==> src/rtl/dmem_pkg.sv <==
// Shared types and constants for the data-memory router: FSM states, access
// sizes, RISC-V fault causes and timer register offsets.
package dmem_pkg;

  typedef enum logic [1:0] {
    IDLE,
    ACCESS,
    RESP
  } state_t;

  localparam logic [1:0] SZ_B = 2'b00;
  localparam logic [1:0] SZ_H = 2'b01;
  localparam logic [1:0] SZ_W = 2'b10;

  localparam logic [3:0] CAUSE_LD_MIS = 4'd4;
  localparam logic [3:0] CAUSE_LD_FLT = 4'd5;
  localparam logic [3:0] CAUSE_ST_MIS = 4'd6;
  localparam logic [3:0] CAUSE_ST_FLT = 4'd7;

  // Word offsets inside the 32 KiB timer window.
  localparam logic [14:0] TMR_CMP_LO  = 15'h0000;
  localparam logic [14:0] TMR_CMP_HI  = 15'h0004;
  localparam logic [14:0] TMR_TIME_LO = 15'h7FF8;
  localparam logic [14:0] TMR_TIME_HI = 15'h7FFC;

  function automatic logic [31:0] merge_be(input logic [31:0] cur,
                                           input logic [31:0] nw,
                                           input logic [3:0]  be);
    for (int unsigned b = 0; b < 4; b++)
      merge_be[8*b +: 8] = be[b] ? nw[8*b +: 8] : cur[8*b +: 8];
  endfunction

endpackage

==> src/rtl/dmem_router_lane_align.sv <==
// Combinational lane handling: store byte enables / lane replication /
// misalignment, and load shift plus sign or zero extension.
module dmem_lane_align
  import dmem_pkg::*;
(
  input  logic [1:0]  off,
  input  logic [2:0]  size,
  input  logic [31:0] wdata,
  output logic [3:0]  be,
  output logic [31:0] wdata_rep,
  output logic        misalign,
  input  logic [1:0]  ld_off,
  input  logic [2:0]  ld_size,
  input  logic [31:0] rdata,
  output logic [31:0] rdata_ext
);

  logic [31:0] shifted;

  // size 2'b11 falls into the word arm
  always_comb begin
    be        = 4'hF;
    wdata_rep = wdata;
    misalign  = 1'b0;
    case (size[1:0])
      SZ_B: begin
        be        = 4'b0001 << off;
        wdata_rep = {4{wdata[7:0]}};
      end
      SZ_H: begin
        be        = 4'b0011 << off;
        wdata_rep = {2{wdata[15:0]}};
        misalign  = off[0];
      end
      default: misalign = (off != 2'b00);
    endcase
  end

  always_comb begin
    shifted = rdata >> {ld_off, 3'b000};
    case (ld_size[1:0])
      SZ_B: rdata_ext = ld_size[2] ? {24'h0, shifted[7:0]}
                                   : {{24{shifted[7]}}, shifted[7:0]};
      SZ_H: rdata_ext = ld_size[2] ? {16'h0, shifted[15:0]}
                                   : {{16{shifted[15]}}, shifted[15:0]};
      default: rdata_ext = shifted;
    endcase
  end

endmodule

==> src/rtl/dmem_router.sv <==
// Data-memory router: decodes one CPU load/store against NUM_CH regions and runs
// a req/ack handshake on the winning channel. Optional timer under MTIMER_EN.
module dmem_router
  import dmem_pkg::*;
#(
  parameter int unsigned          NUM_CH     = 4,
  parameter logic [NUM_CH*32-1:0] CH_BASE    = {32'h8000_0000, 32'h2100_0000,
                                                32'h2000_0000, 32'h0000_0000},
  parameter logic [NUM_CH*32-1:0] CH_MASK    = {32'hFE00_0000, 32'hFFFF_0000,
                                                32'hFFFF_0000, 32'hFFFF_0000},
  parameter int unsigned          TIMEOUT    = 1023,
  parameter logic [31:0]          TIMER_BASE = 32'h2000_4000
) (
  input  logic                 clk,
  input  logic                 rst,
  input  logic                 cpu_req,
  input  logic                 cpu_we,
  input  logic [31:0]          cpu_addr,
  input  logic [31:0]          cpu_wdata,
  input  logic [2:0]           cpu_size,
  output logic                 cpu_done,
  output logic [31:0]          cpu_rdata,
  output logic                 cpu_fault,
  output logic [3:0]           cpu_cause,
  output logic [NUM_CH-1:0]    ch_req,
  output logic                 ch_we,
  output logic [31:0]          ch_addr,
  output logic [3:0]           ch_be,
  output logic [31:0]          ch_wdata,
  input  logic [NUM_CH-1:0]    ch_ack,
  input  logic [NUM_CH*32-1:0] ch_rdata,
  output logic                 timer_irq
);

  localparam int unsigned SEL_W = (NUM_CH > 1) ? $clog2(NUM_CH) : 1;

  state_t            state;
  logic [SEL_W-1:0]  sel;
  logic [31:0]       cnt;
  logic              we_q;
  logic [1:0]        off_q;
  logic [2:0]        size_q;

  logic [3:0]        be;
  logic [31:0]       wdata_rep;
  logic              misalign;
  logic [1:0]        ld_off;
  logic [2:0]        ld_size;
  logic [31:0]       ld_rdata;
  logic [31:0]       rdata_ext;

  logic              hit;
  logic [SEL_W-1:0]  hit_idx;
  logic              timer_hit;
  logic [31:0]       timer_rd;

  always_comb begin
    hit     = 1'b0;
    hit_idx = '0;
    for (int unsigned i = 0; i < NUM_CH; i++) begin
      if (!hit && ((cpu_addr & CH_MASK[32*i +: 32]) == CH_BASE[32*i +: 32])) begin
        hit     = 1'b1;
        hit_idx = SEL_W'(i);
      end
    end
  end

  // One extender serves timer reads (IDLE, live CPU fields) and channel reads
  // (ACCESS, fields captured at request time).
  assign ld_off   = (state == IDLE) ? cpu_addr[1:0] : off_q;
  assign ld_size  = (state == IDLE) ? cpu_size : size_q;
  assign ld_rdata = (state == IDLE) ? timer_rd : ch_rdata[{sel, 5'b00000} +: 32];

  dmem_lane_align u_align (
    .off       (cpu_addr[1:0]),
    .size      (cpu_size),
    .wdata     (cpu_wdata),
    .be        (be),
    .wdata_rep (wdata_rep),
    .misalign  (misalign),
    .ld_off    (ld_off),
    .ld_size   (ld_size),
    .rdata     (ld_rdata),
    .rdata_ext (rdata_ext)
  );

  always_ff @(posedge clk) begin
    if (rst) begin
      state     <= IDLE;
      sel       <= '0;
      cnt       <= '0;
      we_q      <= 1'b0;
      off_q     <= '0;
      size_q    <= '0;
      cpu_done  <= 1'b0;
      cpu_rdata <= '0;
      cpu_fault <= 1'b0;
      cpu_cause <= '0;
      ch_req    <= '0;
      ch_we     <= 1'b0;
      ch_addr   <= '0;
      ch_be     <= '0;
      ch_wdata  <= '0;
    end else begin
      cpu_done <= 1'b0;
      case (state)
        IDLE: begin
          cnt       <= '0;
          cpu_rdata <= '0;
          cpu_fault <= 1'b0;
          cpu_cause <= '0;
          if (cpu_req) begin
            we_q   <= cpu_we;
            off_q  <= cpu_addr[1:0];
            size_q <= cpu_size;
            if (misalign) begin
              state     <= RESP;
              cpu_done  <= 1'b1;
              cpu_fault <= 1'b1;
              cpu_cause <= cpu_we ? CAUSE_ST_MIS : CAUSE_LD_MIS;
            end else if (timer_hit) begin
              state     <= RESP;
              cpu_done  <= 1'b1;
              cpu_rdata <= cpu_we ? '0 : rdata_ext;
            end else if (hit) begin
              state    <= ACCESS;
              sel      <= hit_idx;
              ch_req   <= NUM_CH'(1) << hit_idx;
              ch_we    <= cpu_we;
              ch_addr  <= {cpu_addr[31:2], 2'b00};
              ch_be    <= be;
              ch_wdata <= wdata_rep;
            end else begin
              state     <= RESP;
              cpu_done  <= 1'b1;
              cpu_fault <= 1'b1;
              cpu_cause <= cpu_we ? CAUSE_ST_FLT : CAUSE_LD_FLT;
            end
          end
        end
        ACCESS: begin
          cnt <= cnt + 32'd1;
          if (ch_ack[sel]) begin
            state     <= RESP;
            ch_req    <= '0;
            cpu_done  <= 1'b1;
            cpu_rdata <= we_q ? '0 : rdata_ext;
          end else if (cnt + 32'd1 == TIMEOUT) begin
            state     <= RESP;
            ch_req    <= '0;
            cpu_done  <= 1'b1;
            cpu_fault <= 1'b1;
            cpu_cause <= we_q ? CAUSE_ST_FLT : CAUSE_LD_FLT;
          end
        end
        RESP: begin
          state     <= IDLE;
          cpu_rdata <= '0;
          cpu_fault <= 1'b0;
          cpu_cause <= '0;
        end
        default: state <= IDLE;
      endcase
    end
  end

`ifdef MTIMER_EN
  logic [63:0] mtime;
  logic [63:0] mtimecmp;
  logic [31:0] toff;
  logic [14:0] tword;
  logic        twr;

  assign toff      = cpu_addr - TIMER_BASE;
  assign tword     = toff[14:0] & 15'h7FFC;
  assign timer_hit = (toff[31:15] == '0);
  assign twr       = (state == IDLE) && cpu_req && cpu_we && !misalign && timer_hit;

  always_comb begin
    case (tword)
      TMR_CMP_LO:  timer_rd = mtimecmp[31:0];
      TMR_CMP_HI:  timer_rd = mtimecmp[63:32];
      TMR_TIME_LO: timer_rd = mtime[31:0];
      TMR_TIME_HI: timer_rd = mtime[63:32];
      default:     timer_rd = '0;
    endcase
  end

  // A CPU write to mtime takes precedence over the free-running increment.
  always_ff @(posedge clk) begin
    if (rst) begin
      mtime     <= '0;
      mtimecmp  <= '1;
      timer_irq <= 1'b0;
    end else begin
      mtime     <= mtime + 64'd1;
      timer_irq <= (mtime >= mtimecmp);
      if (twr) begin
        case (tword)
          TMR_CMP_LO:  mtimecmp[31:0]  <= merge_be(mtimecmp[31:0],  wdata_rep, be);
          TMR_CMP_HI:  mtimecmp[63:32] <= merge_be(mtimecmp[63:32], wdata_rep, be);
          TMR_TIME_LO: mtime[31:0]     <= merge_be(mtime[31:0],     wdata_rep, be);
          TMR_TIME_HI: mtime[63:32]    <= merge_be(mtime[63:32],    wdata_rep, be);
          default: ;
        endcase
      end
    end
  end
`else
  logic unused_timer_base;

  assign unused_timer_base = ^TIMER_BASE;
  assign timer_hit         = 1'b0;
  assign timer_rd          = '0;
  assign timer_irq         = 1'b0;
`endif

endmodule
==> config.mk <==
export PLATFORM = sky130hd
export DESIGN_NAME = dmem_router
export DESIGN_NICKNAME = d
export VERILOG_FILES = /design/src/rtl/dmem_pkg.sv /design/src/rtl/dmem_router_lane_align.sv /design/src/rtl/dmem_router.sv
export SDC_FILE = /design/constraint.sdc
export NUM_CORES = 1
export LEC_CHECK = 0
export CAP_MARGIN = 5
export CORE_AREA = 2 2 121 123
export CTS_CLUSTER_SIZE = 16
export DETAILED_ROUTE_END_ITERATION = 10
export DIE_AREA = 0 0 123 125
export DONT_BUFFER_PORTS = 1
export GPL_ROUTABILITY_DRIVEN = 0
export PLACE_DENSITY_LB_ADDON = 0.08
export SLEW_MARGIN = 40
export SYNTH_ARGS = -nofsm -noshare
export SYNTH_HDL_FRONTEND = slang
export SYNTH_SLANG_ARGS = --single-unit
==> constraint.sdc <==
create_clock -name clk -period 5.01 [get_ports clk]
set_input_delay 0.7515 -clock clk [delete_from_list [all_inputs] [get_ports clk]]
set_output_delay 0.7515 -clock clk [all_outputs]
set_load 0.1 [all_outputs]
Yosys cells after proc, flatten, opt, wreduce, memory -nomap -nowiden

Cells that the tools add are included.

Bits in registers: 151
Output and inout bits: 112
Logic and storage cells: 111
Input port bits: 203

Add/subtract/negate cells: 1
Reductions and logical operators: 21
Shift operators: 5
Bitwise logic cells: 1
Multiplexer cells: 52
Magnitude comparators: 1
Equal/unequal tests: 15

Operators with widths:

| cell                                                              | count |
|---|---|
| 32-bit one-hot mux with 2 select lines                            | 4 |
| 32-bit two-way mux                                                | 5 |
| 128-bit by 8-bit indexed part select with 32-bit output           | 1 |
| 32-bit by 1-bit adder with 32-bit output, second input constant   | 1 |
| 16-bit by 14-bit == test with 1-bit output, second input constant | 2 |
| 32-bit by 10-bit == test with 1-bit output, second input constant | 1 |
| 32-bit logical NOT                                                | 1 |
| 32-bit by 5-bit >> shifter with 32-bit output                     | 1 |
| 4-bit two-way mux                                                 | 7 |
| 2-bit two-way mux                                                 | 11 |
| 4-bit one-hot mux with 2 select lines                             | 2 |
| 1-bit two-way mux                                                 | 13 |
| 3-bit two-way mux                                                 | 4 |
| 2-bit != test, second input constant                              | 6 |
| 4-bit one-hot mux with 3 select lines                             | 1 |
| 1-bit by 2-bit << shifter with 4-bit output, first input constant | 2 |
| 7-bit == test, second input constant                              | 1 |
| 2-bit by 1-bit == test with 1-bit output, second input constant   | 3 |
| 2-bit logical NOT                                                 | 3 |
| 2-bit AND reduction                                               | 3 |
| 2-bit nonzero test                                                | 3 |
| 5-bit AND reduction                                               | 1 |
| 1-bit one-hot mux with 2 select lines                             | 2 |
| 2-bit one-hot mux with 2 select lines                             | 1 |
| other kinds (13)                                                  | 17 |

Longest topological paths before layout

Depth after elaboration: 16
Depth in mapped cells: 11
Gate-level depth less buffers: 9

Modules after synthesis

From an unflattened synthesis, not the netlist that was laid out.

Cell total of the unflattened synthesis: 1109
Area, all modules: 8973.6 um^2

Modules (own cells, without submodules):

| module          | sequential area each (um^2) | cells each | area each (um^2) | instances |
|---|---|---|---|---|
| dmem_router     | 3002.9                      | 942        | 7732.4           | 1 |
| dmem_lane_align | 0.0                         | 167        | 1241.2           | 1 |

Worst setup path after synthesis

OpenSTA, ideal clock, no wires.

Path type: input to register
Start point: input cpu_addr[18]
End point: register ch_wdata[10]
Cell stages on the path: 7
Buffers on the path: 2
Data required time: 4868 ps
Arrival: 2804 ps
Path slack: 2064 ps
Library setup time: 142 ps
Path through: or4_1 > nor4_1 > a21oi_1 > nor4_1 > clkbuf_1 > clkbuf_1 > a311oi_1

Word-level cells in the longest chain between the ends: 12
Elaborated cells between the ends (all ways): 14
Those cells by class: 2 x eq/ne; 4 x mux; 8 x reduce/logical

RTL lines:

| item                              | RTL line           | RTL |
|---|---|---|
| start, declared                   | dmem_router.sv:18  | `input logic [31:0] cpu_addr,` |
| 32-bit logical NOT                | dmem_router.sv:61  | `if (!hit && ((cpu_addr & CH_MASK[32*i +: 32]) == CH_BASE[32*i +: 32])) begin` |
| 1-bit two-way mux                 | dmem_router.sv:61  |  |
| 1-bit logical NOT                 | dmem_router.sv:61  |  |
| 1-bit logical AND                 | dmem_router.sv:61  |  |
| 1-bit two-way mux                 | dmem_router.sv:61  |  |
| 1-bit logical NOT                 | dmem_router.sv:61  |  |
| 1-bit logical AND                 | dmem_router.sv:61  |  |
| 1-bit two-way mux (*)             | dmem_router.sv:61  |  |
| 1-bit logical NOT                 | dmem_router.sv:61  |  |
| 1-bit logical AND                 | dmem_router.sv:61  |  |
| 1-bit two-way mux (*)             | dmem_router.sv:61  |  |
| 4-bit AND reduction (no line) (*) | --                 |  |
| end signal, assigned              | dmem_router.sv:132 | `ch_wdata <= wdata_rep;` |
| end, declared                     | dmem_router.sv:29  | `output logic [31:0] ch_wdata,` |

Mark *: on every way between the ends. The rest lies on a longest branch, timed or not.
A chain may end at the register's enable or synchronous reset.

Worst setup path after layout

Start point: register cnt[0]
End point: register ch_req[2]

Word-level cells in the longest chain between the ends: 4

RTL lines:

| item                                       | RTL line           | RTL |
|---|---|---|
| start, declared                            | dmem_router.sv:39  | `logic [31:0] cnt;` |
| start signal, assigned                     | dmem_router.sv:142 | `cnt <= cnt + 32'd1;` |
| 32-bit by 1-bit adder with 32-bit output   | dmem_router.sv:148 | `end else if (cnt + 32'd1 == TIMEOUT) begin` |
| 32-bit by 10-bit == test with 1-bit output | dmem_router.sv:148 |  |
| 3-bit != test (no line)                    | --                 |  |
| 5-bit AND reduction (no line)              | --                 |  |
| end signal, assigned                       | dmem_router.sv:128 | `ch_req <= NUM_CH'(1) << hit_idx;` |
| end, declared                              | dmem_router.sv:25  | `output logic [NUM_CH-1:0] ch_req,` |

No other way between the ends.

==> results.md <==
- Slew HR: between 40% and 50%
- Critical Path, Cell by Cell: ha_1 -> nand4_1 -> nor4_1 -> and3_1 -> nand3_1 -> a2111o_1 -> nor3_2 -> o21ai_1 -> mux2i_1
- Critical Path AT: 3.68 ns
- CP delay by family, top: simple AND/OR/NAND/NOR gates
- Final WL: ~28 mm
- Power per Cell Area: 291 nW/um^2
- Syn Inst Count: about 1000
- Count leader, synth: nand2_1
- Dpl ws: between 1.5 and 2 ns
- Crit start category: register
- Min-delay worst type: primary input to register
- Synthesis-to-layout area growth: 7.13%
- Post-synth EDFFs: 0
- Layout cell share with drive strength beyond 1: 21.8%
- Post-route cell area: between 9000 and 10000 um^2
- Post-DP HPWL: 21.4 mm
- WP buf/inv: 0
- Share of the synthesized area in the top cell type: about a third
- Post-DP Area: approximately 8500 um^2
- Final ANT Viol Nets: 0
- Vias post-DR: 7811
- Post-CTS Hold Buffers: 0
- Slew Viols, Final: 0
- Largest net degree at the start of global routing: 128
- Mean routed wirelength per cell: 24.3 um
- Die area: 15400 um^2
- Ys async rst share: 0%
- Final nets: 1171
- I/O pin count: 315
- Final period utilization: 67.8%
- Xor/xnor share of the synthesized area: under 10%
- H-tree depth: 4
- Crit Path Category: register to register
- Initial Util: about three fifths
- #FFs+latches synth: 149
- Clock slew at reported path FFs: ~0.060 ns
- Post-CTS sizing: 0
- Vias in the first global route: 7228
- Endpoints failing setup: 0
- CTS Buffer Depth: 2
- CTS tree: done
- Remaining DRCs: 0
- CP endpoint kind: register
- Drt first pass iters: 6
- Clock Sinks: 149
- Site row count: 44
- Main area contributors after synthesis: dfxtp_1, mux4_2, nand2_1, a21oi_1, mux2i_1
- Largest family of logic cells by synthesized area: simple AND/OR/NAND/NOR gates
- Cell Area, Synth: 8460 um^2
- Fin. Hold Viols: 0
- WP data required: about 5.3 ns
- Mux cell area share after synthesis: 14.3%
- Total grt overflow: 0
- Compound-Gate Fraction of Synth Area: roughly a fifth
- Final WS setup: 1.62 ns
- Initial DRC Count: 1069
- Number of CTS-inserted buffers: 17
- Post-Synth Adder-Cell Area: 0.888%
- Clock latency on the worst-skew pair: between 0.4 and 0.5 ns
- Synth top cells by count: nand2_1, dfxtp_1, a21oi_1
- Max-cap violations: 0
- DIE HEIGHT: 125 um
- Die extent in x: 123 um
- Fmax: approximately 0.29 GHz
- Clk_skew: approximately 0.008 ns
- Total track usage: between 30% and 40%
- Post-Synth Simple-Gate Area: a little under a quarter
- Root Driver: clkbuf_16
- I/O Buffers: 0
- Core area: around 14000 um^2
- Ys Warns: 0
- Outcome: completed
- CP peak stage delay: 0.51 ns
- RSZ-0062 raised after global routing: no
- First-pass GRT wire length: 42.9 mm
- Synth area leader: dfxtp_1
- Setup TNS: 0 ns
- Post-CTS setup buffers: 0
- Post-synth top flop: dfxtp_1
- CP max stage cell: dfxtp_1
- Final min period: 3.39 ns
- P_leak: 2.98 nW
- Synth unique cells: 72
- Max VDD drop: 0.221 mV
- Initial antenna violation count: 10
- Via/cell ratio: roughly 6.7
- Seq/Total Area, Yosys: 35.3%
- Slew of the pin with the lowest slew margin: between 0.8 and 0.9 ns
- Crit-path max FO: 9
- Mean post-synth cell area: 8.27 um^2
metal layers:
metal	track usage (%)	up-vias	part of all wire, %	wire length, um
met2	60.3	402	50	14100
met4	16.4	0	4.8	1350
li1	-	3605	-	-
met3	8.03	66	7.2	2040
met5	0	-	0	0
met1	46.0	3738	38	10900
final cells by class:
cell class	count	area, um^2
antenna	10	25.0
clock buffer	18	439
clock inverter	14	116
fill	1208	5140
inverter	15	56.3
multi-input combinational	768	4990
sequential	149	3120
tap	184	230
timing repair buffer	11	82.6
final timing paths:
kind | start | slack, ns | depth (start not counted) | endpoint
worst max-delay path | cnt[0] | 1.62 | 9 | ch_req[2]
worst min register to register | size_q[2] | 0.47 | 2 | size_q[2]
worst max register to register | cnt[0] | 1.62 | 9 | ch_req[2]
worst min-delay path | rst | 0.39 | 1 | ch_addr[10]
worst reg2reg max path: stages (launching register included):
cell and delay, ns:
dfxtp_1 0.51, ha_1 0.41, nand4_1 0.25, nor4_1 0.36
and3_1 0.37, nand3_1 0.12, a2111o_1 0.47, nor3_2 0.35
o21ai_1 0.25, mux2i_1 0.17
kinds of logic (layout without fill, tap and decap cells):
group           after synthesis  in the layout
fa+ha+maj                     6              6
simple gates                399            399
other cells                   1             14
flops                       149            149
mux                          79             79
xor+xnor                     16             16
buf+inv                     108             58
compound gates              264            264
placed cells by master, fill, tap and decap left out, drive strengths merged, types with 16 or more instances in the layout:
cell    synthesis  final
nand2         168    168
dfxtp         149    149
a21oi         113    113
nor2           86     86
o21ai          57     57
mux2i          42     42
mux4           33     33
nor3           23     23
nand3          21     21
inv            13     20
clkbuf         61     18
nand4          18     18
a211oi         16     16
through the flow:
| stage | util [%] | hold WS [ns] | power, mW | std cells |
|---|---|---|---|---|
| after global placement | 58.7 | 0.439 | 1.45 | 1127 |
| final | 63.8 | 0.385 | 2.64 | 1169 |
| after global routing | 63.8 | 0.377 | 2.71 | 1168 |
| after floorplan | - | 0.436 | 1.42 | 1025 |
| after CTS | 63.6 | 0.384 | 2.64 | 1159 |
| after detailed placement | 59.7 | 0.451 | 1.45 | 1127 |
report_power, final:
| group | switching, mW | internal (mW) |
|---|---|---|
| clock | 0.554 | 0.659 |
| sequential | 0.0283 | 1.19 |
| combinational | 0.132 | 0.0772 |
state kept, by name, summed over array words and instances, names as in the netlist:
signal,count
ch_wdata,32
cnt,32
cpu_rdata,32
ch_addr,30
ch_be,4
ch_req,4
size_q,3
cpu_cause,2
off_q,2
sel,2
state,2
ch_we,1
cpu_done,1
cpu_fault,1
we_q,1
Note: power is estimated with default switching activity, not from simulation.
